**config.mk**
```make
export PLATFORM = sky130hd
export DESIGN_NAME = regfile_mp_flat
export DESIGN_NICKNAME = d
export VERILOG_FILES = /design/src/rtl/regfile_mp_if.sv /design/src/rtl/regfile_mp.sv /design/src/flat_wrapper.sv
export SDC_FILE = /design/constraint.sdc
export NUM_CORES = 2
export LEC_CHECK = 0
export ABC_AREA = 0
export CAP_MARGIN = 20
export CELL_PAD_IN_SITES_DETAIL_PLACEMENT = 0
export CELL_PAD_IN_SITES_GLOBAL_PLACEMENT = 2
export CORE_UTILIZATION = 44
export DETAILED_ROUTE_END_ITERATION = 10
export GPL_ROUTABILITY_DRIVEN = 0
export PLACE_DENSITY = 0.89
export SLEW_MARGIN = 10
export SYNTH_ARGS = -nofsm -noshare
export SYNTH_HDL_FRONTEND = slang
export SYNTH_SLANG_ARGS = --single-unit
```
**constraint.sdc**
```tcl
create_clock -name clk -period 4.1 [get_ports clk]
set_clock_uncertainty 0.1 [all_clocks]
set_input_delay 0.82 -clock clk [delete_from_list [all_inputs] [get_ports clk]]
set_output_delay 0.82 -clock clk [all_outputs]
set_load 0.005 [all_outputs]
```
**src/rtl/regfile_mp_if.sv**
```systemverilog
// Bus interface for regfile_mp: read ports, dual write ports, clear control.
// Scoreboard signals exist only when REGFILE_SCOREBOARD_EN is defined.
interface regfile_mp_if #(
   parameter int DATA_W = 32,
   parameter int DEPTH  = 32,
   parameter int ADDR_W = 5,
   parameter int NUM_RD = 2
);
   logic                       clear_req;
   logic                       busy;
   logic [NUM_RD*ADDR_W-1:0]   rd_addr;
   logic [NUM_RD*DATA_W-1:0]   rd_data;
   logic [1:0]                 wr_ce;
   logic [2*ADDR_W-1:0]        wr_addr;
   logic [2*DATA_W-1:0]        wr_data;
`ifdef REGFILE_SCOREBOARD_EN
   logic                       issue_ce;
   logic [ADDR_W-1:0]          issue_addr;
   logic [DEPTH-1:0]           pending;

   modport master (
      output clear_req, rd_addr, wr_ce, wr_addr, wr_data, issue_ce, issue_addr,
      input  busy, rd_data, pending
   );
   modport slave (
      input  clear_req, rd_addr, wr_ce, wr_addr, wr_data, issue_ce, issue_addr,
      output busy, rd_data, pending
   );
`else
   modport master (
      output clear_req, rd_addr, wr_ce, wr_addr, wr_data,
      input  busy, rd_data
   );
   modport slave (
      input  clear_req, rd_addr, wr_ce, wr_addr, wr_data,
      output busy, rd_data
   );
`endif
endinterface

```
**src/rtl/regfile_mp.sv**
```systemverilog
// Multi-port register file: NUM_RD read ports, two write ports (port 1 wins), r0 = 0,
// sequential clear engine. Optional pending-producer scoreboard: REGFILE_SCOREBOARD_EN.
module regfile_mp #(
   parameter int DATA_W = 32,
   parameter int DEPTH  = 32,
   parameter int ADDR_W = 5,
   parameter int NUM_RD = 2
) (
   input  logic         clk,
   input  logic         rst,
   regfile_mp_if.slave  bus
);

   typedef enum logic {IDLE, CLEAR} state_t;

   localparam logic [ADDR_W-1:0] LAST_IDX  = ADDR_W'(DEPTH - 1);
   localparam logic [ADDR_W-1:0] FIRST_IDX = ADDR_W'(1);

   state_t              state;
   logic [ADDR_W-1:0]   clr_idx;
   logic                busy_q;
   logic                clr_done;
   logic [DATA_W-1:0]   regs [DEPTH];
   logic [ADDR_W-1:0]   wa [2];
   logic [DATA_W-1:0]   wd [2];
   logic [1:0]          we;

   assign clr_done = (state == CLEAR) && (clr_idx == LAST_IDX);
   assign bus.busy = busy_q;

   always_ff @(posedge clk or negedge rst) begin
      if (!rst) begin
         state   <= CLEAR;
         clr_idx <= FIRST_IDX;
         busy_q  <= 1'b1;
      end else begin
         case (state)
            IDLE: begin
               if (bus.clear_req) begin
                  state  <= CLEAR;
                  busy_q <= 1'b1;
               end
            end
            CLEAR: begin
               if (clr_done) begin
                  state   <= IDLE;
                  busy_q  <= 1'b0;
                  clr_idx <= FIRST_IDX;
               end else begin
                  clr_idx <= clr_idx + 1'b1;
               end
            end
            default: state <= CLEAR;
         endcase
      end
   end

   // NOTE: every variable driven in always_comb gets a default first, so no latch is inferred.
   always_comb begin
      for (int p = 0; p < 2; p++) begin
         wa[p] = bus.wr_addr[p*ADDR_W +: ADDR_W];
         wd[p] = bus.wr_data[p*DATA_W +: DATA_W];
         we[p] = (state == IDLE) && bus.wr_ce[p] && (wa[p] != '0);
      end
   end

   // NOTE: the array has no reset; the clear engine zeroes it after every reset instead.
   always_ff @(posedge clk) begin
      if (state == CLEAR) begin
         regs[clr_idx] <= '0;
      end else begin
         // NOTE: non-blocking and port 1 scheduled last, so port 1 wins an address collision.
         for (int p = 0; p < 2; p++) begin
            if (we[p]) regs[wa[p]] <= wd[p];
         end
      end
   end

   always_comb begin
      bus.rd_data = '0;
      for (int i = 0; i < NUM_RD; i++) begin
         logic [ADDR_W-1:0] ra;
         logic [DATA_W-1:0] val;
         ra = bus.rd_addr[i*ADDR_W +: ADDR_W];
         if (state == CLEAR || ra == '0)
            val = '0;
         else if (bus.wr_ce[1] && wa[1] == ra)
            val = wd[1];
         else if (bus.wr_ce[0] && wa[0] == ra)
            val = wd[0];
         else
            val = regs[ra];
         bus.rd_data[i*DATA_W +: DATA_W] = val;
      end
   end

`ifdef REGFILE_SCOREBOARD_EN
   logic [DEPTH-1:0] pending_q;

   // Issue is applied after the write-clears so a same-edge issue leaves the bit set.
   always_ff @(posedge clk or negedge rst) begin
      if (!rst) begin
         pending_q <= '0;
      end else if (clr_done) begin
         pending_q <= '0;
      end else if (state == IDLE) begin
         for (int p = 0; p < 2; p++) begin
            if (we[p]) pending_q[wa[p]] <= 1'b0;
         end
         if (bus.issue_ce && bus.issue_addr != '0) pending_q[bus.issue_addr] <= 1'b1;
      end
   end

   assign bus.pending = pending_q;
`endif

endmodule
```
**src/flat_wrapper.sv**
```systemverilog
// flat-port wrapper written by rule: the top's interface ports become plain ports
module regfile_mp_flat 
#(
   parameter int DATA_W = 32,
   parameter int DEPTH  = 32,
   parameter int ADDR_W = 5,
   parameter int NUM_RD = 2
)
  (clk, rst, bus_clear_req, bus_rd_addr, bus_wr_ce, bus_wr_addr, bus_wr_data, bus_busy, bus_rd_data);
  regfile_mp_if #(.DATA_W(DATA_W), .DEPTH(DEPTH), .ADDR_W(ADDR_W), .NUM_RD(NUM_RD)) bus_i ();
  input  logic clk;
  input  logic rst;
  input wire logic [$bits(bus_i.clear_req)-1:0] bus_clear_req;
  input wire logic [$bits(bus_i.rd_addr)-1:0] bus_rd_addr;
  input wire logic [$bits(bus_i.wr_ce)-1:0] bus_wr_ce;
  input wire logic [$bits(bus_i.wr_addr)-1:0] bus_wr_addr;
  input wire logic [$bits(bus_i.wr_data)-1:0] bus_wr_data;
  output wire logic [$bits(bus_i.busy)-1:0] bus_busy;
  output wire logic [$bits(bus_i.rd_data)-1:0] bus_rd_data;
  assign bus_i.clear_req = bus_clear_req;
  assign bus_i.rd_addr = bus_rd_addr;
  assign bus_i.wr_ce = bus_wr_ce;
  assign bus_i.wr_addr = bus_wr_addr;
  assign bus_i.wr_data = bus_wr_data;
  assign bus_busy = bus_i.busy;
  assign bus_rd_data = bus_i.rd_data;
  regfile_mp #(.DATA_W(DATA_W), .DEPTH(DEPTH), .ADDR_W(ADDR_W), .NUM_RD(NUM_RD)) u_core (.clk(clk), .rst(rst), .bus(bus_i));
endmodule
```
; Yosys cells after proc, flatten, opt, wreduce, memory -nomap -nowiden
; Memory sizes are Yosys's and may differ from the RTL's.
; Index checks and enable logic that the tools add are counted.
[word_totals]
reg_bits = 7
mem_bits_rw = 1024
input_bits = 89
out_inout_bits = 65
word_cells = 54
memories = 1
[mem_list]
columns = memory, words, width, read_ports, rd_ports_with_merged_regs, write_ports, line_no
row1 = u_core.regs, 32, 32, 2, 0, 2, regfile_mp.sv:23  ; logic [DATA_W-1:0] regs [DEPTH];
[op_classes]
n_addsub = 1
eq_ne = 7
muxes = 24
n_bitwise = 1
reduce_logical = 17
[op_table]
columns = cell, count
row1 = 2-to-1 mux 32 bit, 7
row2 = OR reduction 32 bit, 1
row3 = == test 5 bit, 4
row4 = 2-to-1 mux 1 bit, 13
row5 = zero test 5 bit, 2
row6 = 2-to-1 mux 5 bit, 2
row7 = nonzero test 5 bit, 2
row8 = logical AND 1 bit, 9
row9 = adder 5 x 1 -> 5 bit (second input constant), 1
row10 = == test 5 bit (second input constant), 1
row11 = != test 2 bit (second input constant), 2
row12 = case mux 1 bit (2 select lines), 2
row13 = logical OR 1 bit, 2
row14 = AND reduction 2 bit, 1
row15 = NOT 1 bit, 1

; Logic depth before layout (Yosys ltp)
[logic_depth]
ltp_word = 8
mapped_depth = 9
depth_no_buf = 6

; Worst setup path before layout
; OpenSTA, ideal clock, no wires.
[synth_timing]
path_type = input port to flip-flop
start = in bus_wr_addr[3]
end = mem u_core.regs[27][0] (enable)
setup_time_ps = 433
arrival_ps = 3807
required_time_ps = 3567
slack_ps = -240
stages = 8
path_buffers = 3
path_cell_list = buf_2 > or4_4 > o21a_1 > buf_6 > buf_6 > o21ai_1 > nand2_1 > o22ai_1
[synth_lines]
columns = item, line_no
row1 = start: declaration, flat_wrapper.sv:16  ; input wire logic [$bits(bus_i.wr_addr)-1:0] bus_wr_addr;
row2 = end: declaration, regfile_mp.sv:23

; Worst setup path in the final report
[layout_timing]
start = in bus_rd_addr[5]
end = out bus_rd_data[38]
[layout_via]
elab_chain_cells = 5
[layout_rtl]
columns = item, line_no
row1 = start: declaration, flat_wrapper.sv:14  ; input wire logic [$bits(bus_i.rd_addr)-1:0] bus_rd_addr;
row2 = branches (longest 4 deep; another with memory read (32 x 32 bit)), n/a
row3 = 2-to-1 mux 32 bit (*), regfile_mp.sv:85  ; if (state == CLEAR || ra == '0)
row4 = end: declaration, flat_wrapper.sv:19  ; output wire logic [$bits(bus_i.rd_data)-1:0] bus_rd_data;
; Mark *: on every way between the ends.

==> flow_metrics.tcl <==
set metrics [dict create \
    synth.ff_latch_count 1031 \
    grt_setup_unrepaired "false" \
    syn_area_per_cell_um2 11.8 \
    synthArstFlopShare_pct 0.679 \
    synth_ff_type "edfxtp_1" \
    synth_nets 5176 \
    fillers 10989 \
    cp.required_ns 3.18 \
    die_y_um 371 \
    portBuffers 153 \
    critPathArrivalTime_ns 3.21 \
    grt_util_all_layers_pct 35.7 \
    syn_to_final_growth_pct 21.0 \
    fin_hold_ws_ns 0.225 \
    wl_per_cell_um 34.8 \
    ys_warn_count 0 \
    setup_violations 2 \
    ir_drop_v 0.000367 \
    hold_buffers 0 \
    cts.path.max_buffers 3 \
    numCtsBuffers 113 \
    outcome "finished, violations left" \
    slew_headroom_pct 21.8 \
    grt_max_degree 65 \
    layout-drive-gt1-share_pct 25.9 \
    pin_count 154 \
    hold_viol_final 0 \
    tightest_slew_ns 1.16 \
    cp-start-kind "input pin" \
    dp_hpwl_um 161000 \
    violations "negative setup slack" \
    grt_pass1_vias 46220 \
    cts-root-buf "clkbuf_16" \
    fin_crit_ns 4.13 \
    antenna_found_initial 8 \
    num_rows 134 \
    syn_inst 5085 \
    seq_area_mm2 0.0309 \
    cap_violations 0 \
    drc 0 \
    yosysSeqAreaShare_pct 51.8 \
    drt_iter0_drc 9131 \
    synth_top_area_share_pct 51.5 \
    synthDistinctLibCells 60 \
    multi_input_area_mm2 0.0265 \
    wl_um 247000 \
    max_freq_mhz 242 \
    overflow 0 \
    via_count 48662 \
    cp_max_fo 14 \
    clk_pin_slew_worst_paths_ns 0.06 \
    ys_top_cells_by_area "edfxtp_1 51%, mux4_2 19%, o21ai_0 8.1%" \
    via_per_inst 6.85 \
    cts_tree "yes" \
    period_share_pct 101 \
    clk_latency_ns 0.75 \
    initial_core_util_pct 44.5 \
    hp-class "in2async" \
    fin_ws_ns -0.0314 \
    critPathCaptureType "output port" \
    synth-edff-count 1024 \
    die_area_mm2 0.137 \
    final_max_slew_viol_count 0 \
    firstDrtPassIters 8 \
    power.density_mw_per_mm2 438 \
    synth_area_mm2 0.0598 \
    ctsHtreeMaxLevel 3 \
    power_leakage_nw 24.3 \
    finalNonFillerCells 7109 \
    nets 5337 \
    fin_util_pct 53.9 \
    dieWidth_um 371 \
    antenna_left 0 \
    core-area_mm2 0.134 \
    grt_pass1_wl_um 346000 \
    crit_type "in2out" \
    clock_sinks 1031 \
    yosys.area.top_type "edfxtp_1" \
    placed_cells 6873 \
]
## cell type report
type | count | share of cell area [%]
clock inverter | 72 | 1.14
inverter | 36 | 0.187
multi-input combinational | 3335 | 36.7
clock buffer | 137 | 4.04
timing repair buffer | 729 | 12.1
tap | 1768 | 3.06
sequential | 1031 | 42.8
antenna | 1 | 0.00346
## cell usage in the layout (no fill, tap or decap), types with 16 or more instances in the layout
cell type and n:
and2_2 18, edfxtp_1 1024, mux4_2 512, o21bai_4 29, o21ai_0 972, dlygate4sd2_1 67, clkdlybuf4s50_1 69, buf_12 218
clkbuf_1 24, nor2_1 42, nand4_1 97, o211ai_1 33, clkbuf_16 113, clkinv_1 16, inv_1 36, o221ai_1 21
nand2_1 1144, o21ai_1 28, clkinv_2 28, a22o_1 60, a22oi_1 247, buf_4 340
## path summary, 6_finish.rpt
kind	start	end	slack [ns]	cells past startpoint
max	bus_rd_addr[5]	bus_rd_data[38]	-0.03	9
min	rst	u_core.clr_idx[1]	0.22	1
max reg2reg	u_core.state	u_core.regs[24][12]	1.02	5
min reg2reg	u_core.bus.busy	u_core.bus.busy	0.40	2
max in group asynchronous	rst	u_core.clr_idx[0]	3.38	1
min in group clk	u_core.bus.busy	u_core.bus.busy	0.40	2
## state kept, by name, indices dropped and copies added (netlist names)
| name | cells |
|---|---|
| u_core.regs | 1024 |
| u_core.bus.busy | 1 |
| u_core.clr_idx | 5 |
| u_core.state | 1 |
## repair_timing
item / CTS / global route
gates resized for setup: 132 / 15
endpoints found under the setup margin: 64 / 40
cloned: 5 / 0
pin swaps: 32 / 3
setup buffers: 19 / 2
## stage by stage
stage	area (um2)	power (mW)	worst slack [ns]	setup TNS, ns
global route	72300	32.3	0.0131	0
finish	72300	31.7	-0.0314	-0.0325
CTS	72200	31.4	-0.00991	-0.00991
global placement	68000	20.8	-0.539	-17.74
detailed placement	68000	21.0	-0.562	-19.07
floorplan	59800	17.1	-0.197	-121.25
## cells by family after synthesis
family                   count (synthesis)  share of synthesized area [%]
AO/OA/AOI/OAI                         1429                           14.0
AND/OR/NAND/NOR                       1363                           9.32
flip-flops                            1031                           51.8
buffers and inverters                  719                           5.18
multiplexers                           521                           19.5
XOR/XNOR                                20                          0.293
adder cells (fa/ha/maj)                  2                         0.0419
## layer usage
layer,vias up,global-route usage (%),share of wire (%)
met1,23849,46.5,35
met4,16,20.1,6.5
met2,4197,53.6,44
li1,19726,-,-
met5,-,0,0.057
met3,874,10.3,15
## cells in the mapped netlist (7+ instances only)
master    instances
nand2_1        1147
edfxtp_1       1024
o21ai_0         972
mux4_2          512
clkbuf_1        394
a22oi_1         253
buf_2           163
nand4_1          97
a22o_1           60
clkbuf_2         56
nor2_1           47
buf_1            40
inv_1            36
o211ai_1         33
o21ai_1          30
o21bai_1         29
o221ai_1         29
buf_4            28
and2_1           22
xnor2_1          12
nor2b_1          10
nor4_1            8
xor2_1            8
nor3_1            7
## power breakdown
group / internal [mW] / leakage, nW / switching (mW)
Clock: 6.02 / 1.83 / 4.55
Combinational: 3.00 / 12.9 / 4.36
Sequential: 13.2 / 9.61 / 0.587
## critical path, cell delays in order
cell	delay (ns)
buf_12	0.22
buf_12	0.19
mux4_2	0.57
a22oi_1	0.26
nand2_1	0.21
buf_12	0.17
nand4_1	0.20
o211ai_1	0.21
dlygate4sd2_1	0.32
Note: power is estimated with default switching activity, not from simulation.
